===== src/rtl/macc_array.sv =====
`default_nettype none
// ============================================================================
//  Module      : macc_array
//  Description : On-chip N x N signed matrix multiply / multiply-accumulate.
//                Holds operands A, B and result C. One sequential MAC
//                computes C = A x B, or C += A x B, one product per cycle.
//  Revision    : 1.0 - initial release
// ============================================================================
module macc_array #(
    parameter int N      = 4,
    parameter int DATA_W = 16,
    parameter int ACC_W  = 32,
    parameter int AW     = $clog2(N*N)
) (
    input  logic              clk,
    input  logic              rst_n,
    input  logic              wr_en,
    input  logic [1:0]        wr_sel,
    input  logic [AW-1:0]     wr_addr,
    input  logic [ACC_W-1:0]  wr_data,
    input  logic              start,
    input  logic              acc_mode,
    input  logic              clear,
    output logic              busy,
    output logic              done,
    input  logic              rd_en,
    input  logic [AW-1:0]     rd_addr,
    output logic [ACC_W-1:0]  rd_data,
    output logic              rd_valid
);

    localparam int c_idx_w = (N > 1) ? $clog2(N) : 1;
    localparam int c_ne    = N * N;
    localparam logic [c_idx_w-1:0] c_last = c_idx_w'(N - 1);

    typedef enum logic [1:0] {
        S_IDLE    = 2'd0,
        S_COMPUTE = 2'd1,
        S_DONE    = 2'd2
    } state_t;

    state_t                     state_q, state_d;
    logic [c_idx_w-1:0]         i_q, i_d, j_q, j_d, k_q, k_d;
    logic [ACC_W-1:0]           acc_q, acc_d;
    logic                       mode_q, mode_d;
    logic [ACC_W-1:0]           rd_data_q;
    logic                       rd_valid_q;

    // Operand and result storage; deliberately left out of reset.
    logic [DATA_W-1:0]          a_mem_q [0:c_ne-1];
    logic [DATA_W-1:0]          b_mem_q [0:c_ne-1];
    logic [ACC_W-1:0]           c_mem_q [0:c_ne-1];

    logic [AW-1:0]              w_a_idx, w_b_idx, w_c_idx;
    logic signed [DATA_W-1:0]   w_a, w_b;
    logic signed [2*DATA_W-1:0] w_prod;
    logic [ACC_W-1:0]           w_sum, w_final;
    logic                       w_idle, w_host_wr, w_clear, w_mac_wr;

    assign w_idle    = (state_q == S_IDLE);
    assign w_host_wr = wr_en && w_idle;
    assign w_clear   = clear && w_idle;

    assign w_a_idx = AW'(int'(i_q) * N + int'(k_q));
    assign w_b_idx = AW'(int'(k_q) * N + int'(j_q));
    assign w_c_idx = AW'(int'(i_q) * N + int'(j_q));

    assign w_a    = a_mem_q[w_a_idx];
    assign w_b    = b_mem_q[w_b_idx];
    // Operands widened first so the product keeps its full signed range.
    assign w_prod = (2*DATA_W)'(w_a) * (2*DATA_W)'(w_b);
    // Sign-extended product; sums simply wrap at ACC_W bits.
    assign w_sum   = acc_q + ACC_W'(w_prod);
    assign w_final = w_sum + (mode_q ? c_mem_q[w_c_idx] : '0);

    // Control state, loop counters, accumulator and latched mode.
    always_ff @(posedge clk or negedge rst_n) begin
        if (!rst_n) begin
            state_q <= S_IDLE;
            i_q     <= '0;
            j_q     <= '0;
            k_q     <= '0;
            acc_q   <= '0;
            mode_q  <= 1'b0;
        end else begin
            state_q <= state_d;
            i_q     <= i_d;
            j_q     <= j_d;
            k_q     <= k_d;
            acc_q   <= acc_d;
            mode_q  <= mode_d;
        end
    end

    // Next-state logic: k innermost, then j, then i; C written when k wraps.
    always_comb begin
        state_d  = state_q;
        i_d      = i_q;
        j_d      = j_q;
        k_d      = k_q;
        acc_d    = acc_q;
        mode_d   = mode_q;
        w_mac_wr = 1'b0;
        case (state_q)
            S_IDLE: begin
                // clear has priority over a coincident start
                if (start && !clear) begin
                    state_d = S_COMPUTE;
                    mode_d  = acc_mode;
                    i_d     = '0;
                    j_d     = '0;
                    k_d     = '0;
                    acc_d   = '0;
                end
            end
            S_COMPUTE: begin
                if (k_q == c_last) begin
                    w_mac_wr = 1'b1;
                    acc_d    = '0;
                    k_d      = '0;
                    if (j_q == c_last) begin
                        j_d = '0;
                        if (i_q == c_last) begin
                            i_d     = '0;
                            state_d = S_DONE;
                        end else begin
                            i_d = i_q + 1'b1;
                        end
                    end else begin
                        j_d = j_q + 1'b1;
                    end
                end else begin
                    acc_d = w_sum;
                    k_d   = k_q + 1'b1;
                end
            end
            S_DONE:  state_d = S_IDLE;
            default: state_d = S_IDLE;
        endcase
    end

    // Host writes to the operand matrices, only while idle.
    always_ff @(posedge clk) begin
        if (w_host_wr && wr_sel == 2'd0) a_mem_q[wr_addr] <= wr_data[DATA_W-1:0];
        if (w_host_wr && wr_sel == 2'd1) b_mem_q[wr_addr] <= wr_data[DATA_W-1:0];
    end

    // Result matrix: bulk clear, MAC result write-back, or host preload.
    always_ff @(posedge clk) begin
        if (w_clear) begin
            for (int e = 0; e < c_ne; e++) c_mem_q[e] <= '0;
        end else if (w_mac_wr) begin
            c_mem_q[w_c_idx] <= w_final;
        end else if (w_host_wr && wr_sel == 2'd2) begin
            c_mem_q[wr_addr] <= wr_data;
        end
    end

    // Registered read port; reads only honoured while idle.
    always_ff @(posedge clk or negedge rst_n) begin
        if (!rst_n) begin
            rd_data_q  <= '0;
            rd_valid_q <= 1'b0;
        end else begin
            rd_valid_q <= 1'b0;
            if (rd_en && w_idle) begin
                rd_data_q  <= c_mem_q[rd_addr];
                rd_valid_q <= 1'b1;
            end
        end
    end

    assign busy     = (state_q == S_COMPUTE);
    assign done     = (state_q == S_DONE);
    assign rd_data  = rd_data_q;
    assign rd_valid = rd_valid_q;

endmodule
`default_nettype wire


===== config.mk =====
export PLATFORM = sky130hd
export DESIGN_NAME = macc_array
export DESIGN_NICKNAME = d
export VERILOG_FILES = /design/src/rtl/macc_array.sv
export SDC_FILE = /design/constraint.sdc
export NUM_CORES = 2
export LEC_CHECK = 0
export ABC_AREA = 1
export BUFFER_PORTS_ARGS = -buffer_cell sky130_fd_sc_hd__clkbuf_2
export CAP_MARGIN = 10
export CORE_UTILIZATION = 35
export DETAILED_ROUTE_END_ITERATION = 6
export PLACE_DENSITY_LB_ADDON = 0.25
export SLEW_MARGIN = 5
export SYNTH_ARGS = -nofsm -noshare
export SYNTH_HDL_FRONTEND = slang
export SYNTH_SLANG_ARGS = --single-unit

===== constraint.sdc =====
create_clock -name clk -period 10.48 [get_ports clk]
set_input_delay 0 -clock clk [delete_from_list [all_inputs] [get_ports clk]]
set_output_delay 0 -clock clk [all_outputs]
set_load 0.1 [all_outputs]

* Yosys cells after proc, flatten, opt, wreduce, memory -nomap -nowiden
Memories as Yosys holds them, arrays and structs flattened. A register that Yosys moved wholly into a read port is not among the register bits. Cells that the tools add are included.
Word-level totals: flip-flop bits (word level) 42, RAM bits 1024, word-level logic and storage cells 90, memories 3
Memories:
- c_mem_q | words 16, bits a word 32, rd ports 2, clocked after memory_dff 1, wr ports 16, line 52 | logic [ACC_W-1:0] c_mem_q [0:c_ne-1];
- a_mem_q | words 16, bits a word 16, rd ports 1, clocked after memory_dff 0, wr ports 1, line 50 | logic [DATA_W-1:0] a_mem_q [0:c_ne-1];
- b_mem_q | words 16, bits a word 16, rd ports 1, clocked after memory_dff 0, wr ports 1, line 51 | logic [DATA_W-1:0] b_mem_q [0:c_ne-1];
Cells by class: add/sub/neg operators 8, multiply operators 1, eq/ne operators 11, mux-type cells 41, reduce and logical (&&, ||, !) cells 19
Operators with widths (count):
- $mux W32 | 5
- $add A32 B32 Y32 | 2
- $pmux W32 S2 | 1
- $reduce_or A32 Y1 | 2
- $mul A16 B16 Y32 | 1
- $mux W2 | 11
- $mux W1 | 18
- $pmux W2 S2 | 4
- $add A4 B2 Y4 | 3
- $eq A2 B2 Y1 const B | 5
- $mux W4 | 2
- $ne A2 B1 Y1 const B | 4
- $reduce_and A4 Y1 | 2
- $logic_and A1 B1 Y1 | 7
- $add A2 B1 Y2 const B | 3
- $eq A2 B1 Y1 const B | 2
- $logic_not A2 Y1 | 2
- $reduce_and A2 Y1 | 2
- $reduce_and A3 Y1 | 1
- $logic_not A1 Y1 | 2
- $reduce_bool A2 Y1 | 1

* Longest topological paths before layout
word-level depth 9, mapped depth 49

* Least setup slack after synthesis
Ideal clock, no wire load.
kind reg-to-reg, from reg j_q[0], to mem c_mem_q[12][31], data pin, setup time 254 ps, arrival 8339 ps, data required time 10226 ps, slack 1888 ps, stages on the path, launching flop included 48, buffers on the path 6, clock period less this slack 8592 ps, cell sequence dfrtp_1 inv_1 buf_2 buf_2 buf_2 clkbuf_1 o21ai_0 o221ai_1 nand3_1 nand2_1 buf_2 nand2_1 fa_1 inv_1 fa_1 inv_1 fa_1 inv_1 [... 12 more ...] nand2_1 nand2_1 a21boi_0 xnor2_1 ha_1 a21oi_1 inv_1 a21oi_1 nor3_1 a211oi_1 o21ai_0 a31oi_1 inv_1 nand2_1 nand3_1 nand2_2 buf_4 nor2_1
RTL lines:
- from (decl) | line 43 | logic [c_idx_w-1:0] i_q, i_d, j_q, j_d, k_q, k_d;
- from (signal assigned) | line 88 | j_q <= j_d;
- to (decl) | line 52

==> summary by stage <==
Run status
The flow ran to the end, but the final reports show violations. The checks that failed: DRC.

Logic synthesis
Yosys attributes the largest share of cell area to sky130_fd_sc_hd__edfxtp_1 (49%), sky130_fd_sc_hd__fa_1 (9.4%), sky130_fd_sc_hd__nor2_1 (8.2%). The synthesized instance count is 6336. The number of nets in the synthesized netlist is 6811.

The proportion of netlist area held by the largest area contributor is approximately 49%. A synthesized cell averages between 9 and 10 um^2. In this run, synthesis inferred between 1000 and 1500 flip-flops with an integrated enable.

The share of synthesized registers carrying an async set or reset is 6.74%. The synthesized flop and latch total is 1098. For this run, the number of Yosys warnings is 0. The library cell with the largest summed area after synthesis is sky130_fd_sc_hd__edfxtp_1.

The cell area that synthesis handed to floorplanning was 62600 um^2. The share of the Yosys chip area taken by registers is 52.1%. The most common cell in the synthesized netlist is sky130_fd_sc_hd__nor2_1. The number of unique standard cell types used by synthesis is 50. Counting instances in the post-synthesis netlist gives the leading cell types as sky130_fd_sc_hd__nor2_1 (1375), sky130_fd_sc_hd__edfxtp_1 (1024), sky130_fd_sc_hd__o21ai_0 (838). The most used flip-flop cell after synthesis is sky130_fd_sc_hd__edfxtp_1.

Layout
The layout overhead on the synthesized area is 11.0%. The fraction of layout cells with a size suffix above 1 is 7.65%. The post-layout instance count excluding filler cells is around 8700. The net count reported at finish is 6759.

Timing
The final clock skew is ~0.047 ns. The ratio of final minimum period to clock period is 93.6%. The worst path setup slack after routing is approximately 0.67 ns. The setup-violating endpoint count in the final report is 0.

The final count of hold timing violations was 0. The worst pin sits at a relative slew slack of 26.5%. The final critical path time including I/O delays and setup is 9.81 ns. Setup repair after global routing left no endpoint under its margin. Based on the critical path, the design can be clocked at up to 0.102 GHz.

The final count of pins violating max slew is 0. Summed over all failing endpoints, the final setup total negative slack is 0 ns. At the pin with the least slew margin, the transition time is 1.10 ns.

Worst setup path
The largest incremental delay on the critical path is 0.61 ns. The worst setup path is launched from a flop. The worst register-to-register path has a depth of 39. The required time at the endpoint of the critical path is between 10 and 15 ns. The nature of the critical path endpoint is a flop. The most frequent cell on the critical path is sky130_fd_sc_hd__inv_1. The data arrival at the endpoint of the critical path is roughly 10 ns. Of all nets on the critical path, the largest fanout is 46. For this design, the slowest cell found on the critical path is sky130_fd_sc_hd__dfrtp_4.

The startpoint identified for the worst register-to-register timing path is k_q[0]. The category of the most critical setup path is reg -> reg. The most critical setup path has its startpoint at k_q[0].

GRT
Entering global routing, the biggest net connects ~170 pins. The final global-route overflow total is 0. The via count of the first global-routing pass is 48562. The first global-routing pass estimated 319 mm of wire. Global routing used 23.7% of the available tracks across all layers. The initial antenna violation count is 6.

Placed design
The congestion estimate from routability-driven global placement came to 0.883. The placed wire-length estimate after detailed placement is 125 mm. The count of port buffers added during placement is 83. In this run, placement finished with an instance count of 8471. The placement-stage worst setup slack is 0.536 ns.

Drt
The detailed-routing iteration count for the pre-antenna-repair pass is 7. After detailed routing, the number of remaining DRC violations is 1. Once detail routing completed, the nets flagged for antenna violations numbered 0.

The routed design has 216 mm of wire. Across all layers, the routed design uses 49531 vias. In the final routed layout, each cell accounts on average for 24.8 um. The first routing iteration left 5480 violations. The via density per instance is approximately 5.7.

CTS
Clock tree synthesis selected as its root buffer the cell sky130_fd_sc_hd__clkbuf_16. The total CTS buffers is ~110. In this run the post-CTS setup repair buffer count came out at 0. The maximum level of the CTS H-tree is 3. CTS saw 1098 sinks. The deepest clock path buffer count is 3. After clock tree synthesis, the clock-pin slew on the worst setup and hold paths is approximately 0.06 ns. The worst-skew pair later-pin latency is approximately 0.78 ns.

The clock tree from TritonCTS is done.

Hold path
The class of the tightest hold or removal check is in -> reg. The startpoint identified for the worst hold timing path is wr_data[9]. Counting instances, the worst hold path has a depth of 1.

Floorplan
The die is 425 um tall. The core region is 177000 um^2. The top-level I/O count is 84.

The number of placement rows is 154. The effective utilization at floorplan is 35.4%. The die covers around 180000 um^2. The die span in x is 425 um.

Job
The number of max-cap violations is 0.
[cell usage in the layout (no fill, tap or decap), drive strengths merged, types with 97 or more instances in the layout]
cell type and n:
a21oi 188, buf 168, clkbuf 238, edfxtp 1024
fa 293, ha 133, inv 593, nand2 574
nand3 145, nor2 1384, o211ai 97, o21ai 867
o221ai 236
[path summary, 6_finish.rpt]
kind	to	slack, ns
min	a_mem_q[4][9]	0.07
max reg2reg	c_mem_q[2][27]	0.67
max in group asynchronous	rd_data[14]	9.02
min in group asynchronous	acc_q[8]	0.34
max	c_mem_q[2][27]	0.67
min reg2reg	acc_q[25]	0.50
[logic make-up after synthesis]
logic type               synth area share, %
AND/OR/NAND/NOR                         13.5
AO/OA/AOI/OAI                           15.1
flip-flops                              52.1
buffers and inverters                   6.66
adder cells (fa/ha/maj)                 12.0
XOR/XNOR                               0.671
multiplexers                          0.0640
[area by class of cell]
type	instances	area [um^2]
repair buffers	284	2170
clock inverters	55	513
well taps	2340	2930
fillers	17332	107000
multi-input cells	4193	25900
inverters	593	2260
flip-flops and latches	1098	32600
clock buffers	157	3040
diodes	2	5.00
[metrics by stage]
stage / cell area [um^2] / utilization (%) / hold slack [ns]
global placement: 65500 / 37.0 / 0.0891
detailed placement: 65500 / 37.0 / 0.0976
CTS: 69400 / 39.3 / 0.00404
finish: 69500 / 39.3 / 0.0659
global route: 69500 / 39.3 / 0.0415
floorplan: 62600 / - / -0.296
[routing by layer]
metal	up-vias	global-route usage (%)	share of wire [%]	wire (um)
met1	24694	31.5	40	87200
met2	2548	38.4	47	101000
met4	8	9.69	4.0	8580
met5	-	0	0.026	56
met3	519	3.69	8.8	19100
li1	21762	-	-	-
[sequential cells by signal, summed over array words and instances, names as in the netlist]
register	count
a_mem_q	256
mode_q	1
rd_data	32
acc_q	32
c_mem_q	512
j_q	2
k_q	2
i_q	2
b_mem_q	256
rd_valid	1
state_q	2
[repair_timing]
action	4_1_cts	5_1_grt
hold buffers	36	0
resized for setup	0	12
endpoints found under the hold margin	616	0
endpoints found under the setup margin	0	48
[worst max-delay path: cells and delay by family, from the launching register on]
family / cells / cell delay, ns
compound gates: 9 / 1.90
xor+xnor: 1 / 0.23
fa+ha+maj: 8 / 3.18
buf+inv: 11 / 1.44
flops: 1 / 0.61
simple gates: 10 / 2.14
Power is left out: the tool's default activity adds up to more than one toggle a clock period on the data nets, which glitch-free logic cannot reach.
